$ cat src/rtl/solar_scan_ctrl.sv
// solar_scan_ctrl
//   Scan sequencer for the solar panel monitor. Steps an external analog mux
//   across NCH panel sensors and runs one ADC conversion per channel. It uses
//   a start/done handshake with a timeout. Each reading is compared against a
//   low-output threshold, and a debounced fault flag is kept for each panel.
//
// Ports
//   wb_clk_i     in   system clock
//   wb_rst_i     in   synchronous reset, active-high
//   enable       in   permit scanning (looked at only between scans)
//   threshold    in   DW-bit unsigned low-output threshold (reading < threshold is low)
//   adc_done     in   conversion-complete pulse; adc_data is valid in the same cycle
//   adc_data     in   DW-bit ADC result
//   mux_sel      out  analog mux channel select (holds its value while idle)
//   adc_start    out  1-cycle conversion request
//   sample_valid out  1-cycle strobe qualifying sample_ch/sample_data/sample_tmo
//   sample_ch    out  channel of the reported sample
//   sample_data  out  captured reading (0 on timeout)
//   sample_tmo   out  reported sample was a timeout
//   fault        out  per-channel debounced low-output fault
//   busy         out  a scan step is in progress (SELECT/CONVERT/STORE)
module solar_scan_ctrl #(
  parameter int NCH    = 3,
  parameter int DW     = 8,
  parameter int SETTLE = 4,
  parameter int TMO    = 64,
  parameter int PERIOD = 1000,
  parameter int FCNT   = 3,
  localparam int CW    = $clog2(NCH)
) (
  input  logic           wb_clk_i,
  input  logic           wb_rst_i,
  input  logic           enable,
  input  logic [DW-1:0]  threshold,
  input  logic           adc_done,
  input  logic [DW-1:0]  adc_data,
  output logic [CW-1:0]  mux_sel,
  output logic           adc_start,
  output logic           sample_valid,
  output logic [CW-1:0]  sample_ch,
  output logic [DW-1:0]  sample_data,
  output logic           sample_tmo,
  output logic [NCH-1:0] fault,
  output logic           busy
);

  // One step counter serves both SELECT (settle) and CONVERT (timeout).
  localparam int CMAX = (SETTLE > TMO) ? SETTLE : TMO;
  localparam int CNTW = $clog2(CMAX + 1);
  localparam int PW   = $clog2(PERIOD + 1);
  localparam int FW   = $clog2(FCNT + 1);

  typedef enum logic [2:0] {
    IDLE    = 3'd0,
    SELECT  = 3'd1,
    CONVERT = 3'd2,
    STORE   = 3'd3,
    WAIT    = 3'd4
  } state_t;

  state_t          state_q, state_d;
  logic [CW-1:0]   ch_q, ch_d;
  logic [CW-1:0]   mux_sel_q, mux_sel_d;
  logic [CNTW-1:0] cnt_q, cnt_d;
  logic [PW-1:0]   tmr_q, tmr_d;
  logic [DW-1:0]   data_q, data_d;
  logic            tmo_q, tmo_d;
  logic            capture;
  logic            low_d;
  logic            scan_start;
  logic            period_done;

  // The period timer saturates, so a scan that overruns PERIOD still sees
  // period_done when it finishes and goes straight into the next scan.
  assign period_done = (tmr_q == PW'(PERIOD - 1));

  always_comb begin
    state_d    = state_q;
    ch_d       = ch_q;
    data_d     = data_q;
    tmo_d      = tmo_q;
    capture    = 1'b0;
    scan_start = 1'b0;
    case (state_q)
      IDLE: begin
        if (enable) begin
          state_d    = SELECT;
          ch_d       = '0;
          scan_start = 1'b1;
        end
      end
      SELECT: begin
        if (cnt_q == CNTW'(SETTLE - 1)) state_d = CONVERT;
      end
      CONVERT: begin
        // adc_done takes priority over the timeout on the expiry cycle.
        if (adc_done) begin
          state_d = STORE;
          capture = 1'b1;
          data_d  = adc_data;
          tmo_d   = 1'b0;
        end else if (cnt_q == CNTW'(TMO - 1)) begin
          state_d = STORE;
          capture = 1'b1;
          data_d  = '0;
          tmo_d   = 1'b1;
        end
      end
      STORE: begin
        if (ch_q != CW'(NCH - 1)) begin
          ch_d    = ch_q + 1'b1;
          state_d = SELECT;
        end else begin
          ch_d = '0;
          if (!period_done) begin
            state_d = WAIT;
          end else if (enable) begin
            state_d    = SELECT;
            scan_start = 1'b1;
          end else begin
            state_d = IDLE;
          end
        end
      end
      WAIT: begin
        if (period_done) begin
          if (enable) begin
            state_d    = SELECT;
            scan_start = 1'b1;
          end else begin
            state_d = IDLE;
          end
        end
      end
      default: state_d = IDLE;
    endcase

    // Timeout counts as a low reading for the debounce.
    low_d = tmo_d || (adc_data < threshold);

    if (state_d != state_q) begin
      cnt_d = '0;
    end else if ((state_q == SELECT) || (state_q == CONVERT)) begin
      cnt_d = cnt_q + 1'b1;
    end else begin
      cnt_d = '0;
    end

    if (scan_start) begin
      tmr_d = '0;
    end else if (period_done) begin
      tmr_d = tmr_q;
    end else begin
      tmr_d = tmr_q + 1'b1;
    end

    mux_sel_d = (state_d == SELECT) ? ch_d : mux_sel_q;
  end

  always_ff @(posedge wb_clk_i) begin
    if (wb_rst_i) begin
      state_q   <= IDLE;
      ch_q      <= '0;
      mux_sel_q <= '0;
      cnt_q     <= '0;
      tmr_q     <= '0;
      data_q    <= '0;
      tmo_q     <= 1'b0;
    end else begin
      state_q   <= state_d;
      ch_q      <= ch_d;
      mux_sel_q <= mux_sel_d;
      cnt_q     <= cnt_d;
      tmr_q     <= tmr_d;
      data_q    <= data_d;
      tmo_q     <= tmo_d;
    end
  end

  // The debounce counters update on the capture edge. That puts the new
  // fault value on the bus in the same cycle as sample_valid.
  genvar gi;
  generate
    for (gi = 0; gi < NCH; gi++) begin : g_fault
      logic [FW-1:0] fcnt_q;
      always_ff @(posedge wb_clk_i) begin
        if (wb_rst_i) begin
          fcnt_q <= '0;
        end else if (capture && (ch_q == CW'(gi))) begin
          if (!low_d) begin
            fcnt_q <= '0;
          end else if (fcnt_q != FW'(FCNT)) begin
            fcnt_q <= fcnt_q + 1'b1;
          end
        end
      end
      assign fault[gi] = (fcnt_q == FW'(FCNT));
    end
  endgenerate

  assign mux_sel      = mux_sel_q;
  assign adc_start    = (state_q == CONVERT) && (cnt_q == '0);
  assign sample_valid = (state_q == STORE);
  assign sample_ch    = sample_valid ? ch_q : '0;
  assign sample_data  = sample_valid ? data_q : '0;
  assign sample_tmo   = sample_valid && tmo_q;
  assign busy         = (state_q == SELECT) || (state_q == CONVERT) || (state_q == STORE);

endmodule

$ cat config.mk
export PLATFORM = sky130hd
export DESIGN_NAME = solar_scan_ctrl
export DESIGN_NICKNAME = d
export VERILOG_FILES = /design/src/rtl/solar_scan_ctrl.sv
export SDC_FILE = /design/constraint.sdc
export NUM_CORES = 1
export LEC_CHECK = 0
export CORE_ASPECT_RATIO = 0.7
export CORE_MARGIN = 10
export CORE_UTILIZATION = 30
export DETAILED_ROUTE_END_ITERATION = 8
export SYNTH_ARGS = -nofsm -noshare
export SYNTH_HDL_FRONTEND = slang
export SYNTH_SLANG_ARGS = --single-unit
$ cat constraint.sdc
create_clock -name wb_clk_i -period 2.1 [get_ports wb_clk_i]
set_input_delay 0.42 -clock wb_clk_i [delete_from_list [all_inputs] [get_ports wb_clk_i]]
set_output_delay 0.42 -clock wb_clk_i [all_outputs]
set_load 0.1 [all_outputs]
==> results of run 1 <==
cells in the mapped netlist (2+ instances only):
master	number
and2_1	11
nor2_1	36
nand4_1	4
a21oi_1	10
xnor2_1	6
nand3_1	4
ha_1	13
a22oi_1	12
xor2_1	6
dfxtp_1	39
buf_2	3
clkbuf_1	6
nand2b_1	5
inv_1	15
o211ai_1	2
nor3_1	7
a211oi_1	3
o21ai_0	6
nand2_1	12
mux2_4	2
o32ai_1	4
and3_1	5
nor4_1	2
a21o_1	3
o22ai_1	3
nor2b_1	7
layer usage:
layer / up-vias / part of all wire / wire (microns)
met5: - / 0 / 0
met4: 0 / 0.0097 / 51
met3: 4 / 0.034 / 182
met2: 20 / 0.44 / 2340
met1: 892 / 0.51 / 2710
li1: 987 / - / -
cell type report:
type	instances	area, sq um
Tap cell	94	118
Timing Repair Buffer	58	696
Fill cell	675	3730
Sequential cell	39	785
Clock buffer	5	68.8
Inverter	15	56.3
Multi-Input combinational cell	183	1300
Clock inverter	3	67.6
sequential cells by signal, summed over array words and instances (netlist names):
| register | count |
|---|---|
| state_q | 3 |
| cnt_q | 7 |
| ch_q | 2 |
| data_q | 8 |
| mux_sel | 2 |
| g_fault.fcnt_q | 6 |
| tmo_q | 1 |
| tmr_q | 10 |
worst reg2reg max path, stage by stage, from the launching register on:
cell and delay, ns:
dfxtp_2 0.34, or4_4 0.57, o311ai_4 0.27, a31oi_2 0.15, a31oi_4 0.23, mux2_4 0.32
repair_timing:
| item | 4_1_cts | 5_1_grt |
|---|---|---|
| resized for setup | 5 | 3 |
| setup buffers | 0 | 1 |
| endpoints found under the setup margin | 1 | 12 |
| pin swaps | 1 | 0 |
how the worst max path moves through the flow:
stage	start	end	slack (ns)	depth (start not counted)
floorplan	state_q[0]	sample_tmo	-0.13	3
global placement	threshold[7]	g_fault[2].fcnt_q[1]	-0.15	9
detailed placement	threshold[7]	g_fault[1].fcnt_q[1]	-0.16	9
CTS	cnt_q[6]	adc_start	-0.01	4
global route	cnt_q[6]	adc_start	-0.08	4
finish	cnt_q[6]	adc_start	-0.01	4
power breakdown:
part	total, W	switching (W)	internal [W]
Combinational	0.000190	0.0000907	0.0000995
Sequential	0.000755	0.00000920	0.000746
Clock	0.000752	0.000278	0.000474
Total	0.00170	0.000378	0.00132
metrics by stage:
step,worst slack [ns],TNS [ns],instance area (sq um),hold slack [ns],instances
2_1_floorplan,-0.128,-0.128,2160,0.430,246
3_3_place_gp,-0.147,-0.705,2930,0.453,388
3_5_place_dp,-0.163,-0.815,2930,0.460,388
4_1_cts,-0.0107,-0.0107,3080,0.480,396
5_1_grt,-0.0778,-0.0778,3090,0.518,397
6_report,-0.00975,-0.00975,3090,0.469,397
cells by family after synthesis:
kind of cell | Yosys count | share of synthesized area
flip-flops | 39 | 0.369
AND/OR/NAND/NOR | 103 | 0.257
XOR/XNOR | 12 | 0.0496
AO/OA/AOI/OAI | 52 | 0.185
multiplexers | 3 | 0.0189
buffers and inverters | 24 | 0.0443
adder cells (fa/ha/maj) | 13 | 0.0768
==> metrics.csv, run 1 <==
metric,value,unit
status,"finished, violations left",
failing checks,setup timing,
setup ws final,-0.00975,ns
fin crit share,1.00,
Worst EP arrival,1.69,ns
Worst Setup Start Kind,flip-flop,
Pwr per Cell Area,549,mW/mm^2
area grow syn2layout,46.0,%
drt total wl,5280,microns
R2R Path Start,cnt_q[6],
crit-path max cell delay,0.57,ns
Max VDD drop,0.353,mV
DP HPWL,4250,microns
"most common cell after layout, fill and taps aside",dfxtp_1,
"CTS clk-pin slew, worst paths",0.08,ns
Syn Nets,279,
CP endpoint kind,output pin,
vias in the first global route,1899,
Max Slew Vio Count,0,
reg2reg setup slack,0.11,ns
Syn Std Cell Area,0.00212,sq mm
initial antenna violation count,0,
Final Skew,0.00717,ns
RSZ-0062 raised after global routing,yes,
number of flops mapped to enable cells by yosys,0,
Num Clock Sinks,39,
Root Buffer,clkbuf_8,
"antenna viol nets, final",0,
worst hold path class,reg2reg,
"delay-heaviest family, CP",simple AND/OR/NAND/NOR gates,
worst hold endpoint,cnt_q[0],
CP Cell Sequence,"or4_4, nor2_4, and3_4, buf_12",
RePlAce Congestion,0.816,
final setup vio count,1,
"Hold Violations, Final",0,
"Distinct cells, synth",46,
most used routing layer,met2,
hold_buf cts,0,
Synth area leader,dfxtp_1,
DRT Pass-1 Iters,4,
All-Layer GR Usage,0.101,
worst endpoint required time,1.68,ns
f_max,0.474,GHz
"Slowest-stage cell, CP",or4_4,
Static Leakage,1.21,nW
yosys warns,0,
DIE WIDTH,120,microns
most frequent cells in the layout,"dfxtp_1, nor2_1, buf_4",
first-pass GRT wire length,9230,microns
Worst Path Buf+Inv,1,
GR Util met1,0.135,
worst-skew pair later-pin latency,0.29,ns
DRC violations left,0,
Tot Pwr,0.00170,W
share of cells above drive strength 1,0.251,
Std-Cell Rows,25,
Synth async-reset ratio,0,
FF-to-FF path depth,5,
core region area,0.00682,sq mm
die height,90.3,microns
WS Path Type,reg2out,
utilization after layout,0.454,
Yosys top cell area share,0.369,
post-synthesis sequential area ratio,0.369,
pin count of the biggest net entering global routing,20,
GR Overflow Total,0,
met3 Use GR,0.0262,
main area contributors after synthesis,"dfxtp_1, ha_1, nor2_1",
worst r2r dst,mux_sel[1],
GR Util met2,0.155,
number of diodes,0,
Most used DFF post-synth,dfxtp_1,
clk buf depth,2,
clock buffer count from CTS,5,
via count,1903,
Final Critical Period,2.11,ns
Avg Vias per Cell,4.79,
hold path start,cnt_q[0],
DRT iter0 DRCs,103,
"flops & latches, synth",39,
DR WL/cell,13.3,microns
Rel. slew slack,0.606,
max_cap viols,0,
Crit Path Max Fanout,4,
Syn Area/Cell,8.61,sq um
# IOs,39,
fin nets,335,
worst slew pin tran,0.592,ns
CTS tree,built,
input/output buffers,38,
die area,0.0109,sq mm
CTS H-Tree Depth,2,
Hold Crit Depth,1,
Initial Util,0.311,
Syn Inst Count,246,
Note: power is estimated with default switching activity, not from simulation.
==> run 2, diff against run 1 <==
Settings changed: MAX_ROUTING_LAYER from default to met4.
==> run 2 against run 1 <==
Against the previous run: the run now ends clean; power decreased by 0.27%; global-route usage increased by 0.28 points; core utilization increased by 0.11 points; via count increased by 0.21%; register-to-register slack about the same; flip-flop and latch count unchanged; final cell count increased by 0.25%; sequential power about the same; first-iteration DRC count increased by 2.9%; non-clock buffer count increased by 1; critical path depth unchanged; critical endpoint unchanged.
==> metrics.csv, run 2 (synthesis gave the netlist of run 1 again) <==
metric,value,unit,change
max_cap viols,0,,unchanged
Hold WS,0.470,ns,was 0.469 ns
most frequent cells in the layout,"dfxtp_1, nor2_1, buf_4",,unchanged
Top reg by flops,tmr_q,,unchanged
TNS Setup,0,ns,was -0.00975 ns
Sequential Power Share,0.446,,was 0.445
fin crit share,0.999,,was 1.00
DIE WIDTH,120,microns,unchanged
RSZ-0062 raised after global routing,yes,,unchanged
Avg Vias per Cell,4.79,,about the same
via count,1907,,"was 1,903"
DP HPWL,4250,microns,unchanged
final setup vio count,0,,was 1
vias in the first global route,1900,,"was 1,899"
worst endpoint required time,1.68,ns,about the same
CTS H-Tree Depth,2,,unchanged
RePlAce Congestion,0.828,,was 0.816
setup ws final,0.00258,ns,was -0.00975 ns
Max Slew Vio Count,0,,unchanged
Cell Int Power,0.00132,W,about the same
Rel. slew slack,0.606,,about the same
f_max,0.477,GHz,was 0.474 GHz
number of diodes,0,,unchanged
core region area,0.00682,sq mm,unchanged
fin nets,336,,was 335
"CTS clk-pin slew, worst paths",0.08,ns,about the same
Placed Area,0.00293,sq mm,unchanged
"Hold Violations, Final",0,,unchanged
clock network fraction of design power,0.443,,about the same
input/output buffers,38,,unchanged
Max VDD drop,0.350,mV,was 0.353 mV
worst-skew pair later-pin latency,0.29,ns,about the same
DR WL/cell,13.3,microns,about the same
# IOs,39,,unchanged
Worst EP arrival,1.68,ns,was 1.69 ns
Final Skew,0.00649,ns,was 0.00717 ns
status,completed,,"was finished, violations left"
DRT Pass-1 Iters,4,,unchanged
drt total wl,5290,microns,was 5280 microns
"antenna viol nets, final",0,,unchanged
DRT iter0 DRCs,106,,was 103
pin count of the biggest net entering global routing,20,,unchanged
Filler Cell Count,674,,was 675
CTS tree,built,,unchanged
area grow syn2layout,46.4,%,was 46.0%
die height,90.3,microns,unchanged
Pwr per Cell Area,546,mW/mm^2,was 549 mW/mm^2
Std-Cell Rows,25,,unchanged
biggest regs,"tmr_q x10, data_q x8, cnt_q x7",,unchanged
share of cells above drive strength 1,0.253,,was 0.251
Crit Path Max Fanout,4,,unchanged
pre-CTS setup slack,-0.163,ns,unchanged
sw frac,0.222,,was 0.223
clock buffer count from CTS,5,,unchanged
Tot Pwr,0.00169,W,was 0.00170 W
WS Path Type,reg2out,,unchanged
CP endpoint kind,output pin,,unchanged
post-route cell area,0.00310,sq mm,was 0.00309 sq mm
max reg flops,10,,unchanged
initial antenna violation count,0,,unchanged
worst hold path class,reg2reg,,unchanged
Switch Pwr,0.000376,W,was 0.000378 W
Num Clock Sinks,39,,unchanged
All-Layer GR Usage,0.104,,was 0.101
GR Overflow Total,0,,unchanged
Final Critical Period,2.10,ns,was 2.11 ns
Root Buffer,clkbuf_8,,unchanged
die area,0.0109,sq mm,unchanged
Static Leakage,1.22,nW,was 1.21 nW
combinational share of power,0.110,,was 0.112
DRC violations left,0,,unchanged
clk buf depth,2,,unchanged
"most common cell after layout, fill and taps aside",dfxtp_1,,unchanged
worst slew pin tran,0.591,ns,was 0.592 ns
Initial Util,0.311,,unchanged
first-pass GRT wire length,9240,microns,was 9230 microns
Worst Setup Start Kind,flip-flop,,unchanged
[run 2: through the flow]
step,util,cells
global placement,0.430,388
detailed placement,0.430,388
floorplan,-,246
finish,0.455,398
global route,0.455,398
CTS,0.452,396
[run 2: repair_timing]
action	in CTS	in global routing
setup buffers	0	2
pin swaps	1	2
hold buffers	0	0
setup endpoints to repair	1	12
gates resized for setup	5	3
gates cloned	0	0
[run 2: critical path: stages, from the launching register on]
cell	delay (ns)
dfxtp_2	0.35
or4_4	0.55
nor2_4	0.11
and3_4	0.20
buf_12	0.17
[run 2: routing by layer]
metal | vias up | part of all wire | track usage
met2 | 26 | 0.44 | 0.155
met3 | 4 | 0.029 | 0.0237
met5 | - | 0 | -
li1 | 989 | - | -
met4 | 0 | 0.0096 | 0.0301
met1 | 888 | 0.52 | 0.136
[run 2: final timing paths]
path,cells after the start,start,endpoint,slack [ns]
worst max-delay path,4,cnt_q[5],adc_start,0.003
worst min-delay path,1,cnt_q[0],cnt_q[0],0.47
worst max register to register,5,cnt_q[5],mux_sel[1],0.12
worst min register to register,1,cnt_q[0],cnt_q[0],0.47
[run 2: power groups by stage]
stage | clock [W] | combinational, W | sequential, W
CTS | 0.000768 | 0.000185 | 0.000755
detailed placement | 0 | 0.000184 | 0.000772
global route | 0.000801 | 0.000208 | 0.000757
global placement | 0 | 0.000181 | 0.000772
finish | 0.000750 | 0.000187 | 0.000755
floorplan | 0 | 0.000101 | 0.000766
[run 2: final cells by class]
type | instances | area, sq um | share of cell area
clock buffer | 5 | 68.8 | 0.0222
clock inverter | 3 | 67.6 | 0.0218
inverter | 15 | 56.3 | 0.0182
multi-input combinational | 183 | 1300 | 0.420
sequential | 39 | 785 | 0.253
tap | 94 | 118 | 0.0379
timing repair buffer | 59 | 703 | 0.227
==> run 3, diff against run 2 <==
Settings changed: CTS_BUF_LIST from default to sky130_fd_sc_hd__clkbuf_8.
==> results of run 3 <==
Same layout as run 2: the final DEF is identical, and so are final timing and power.
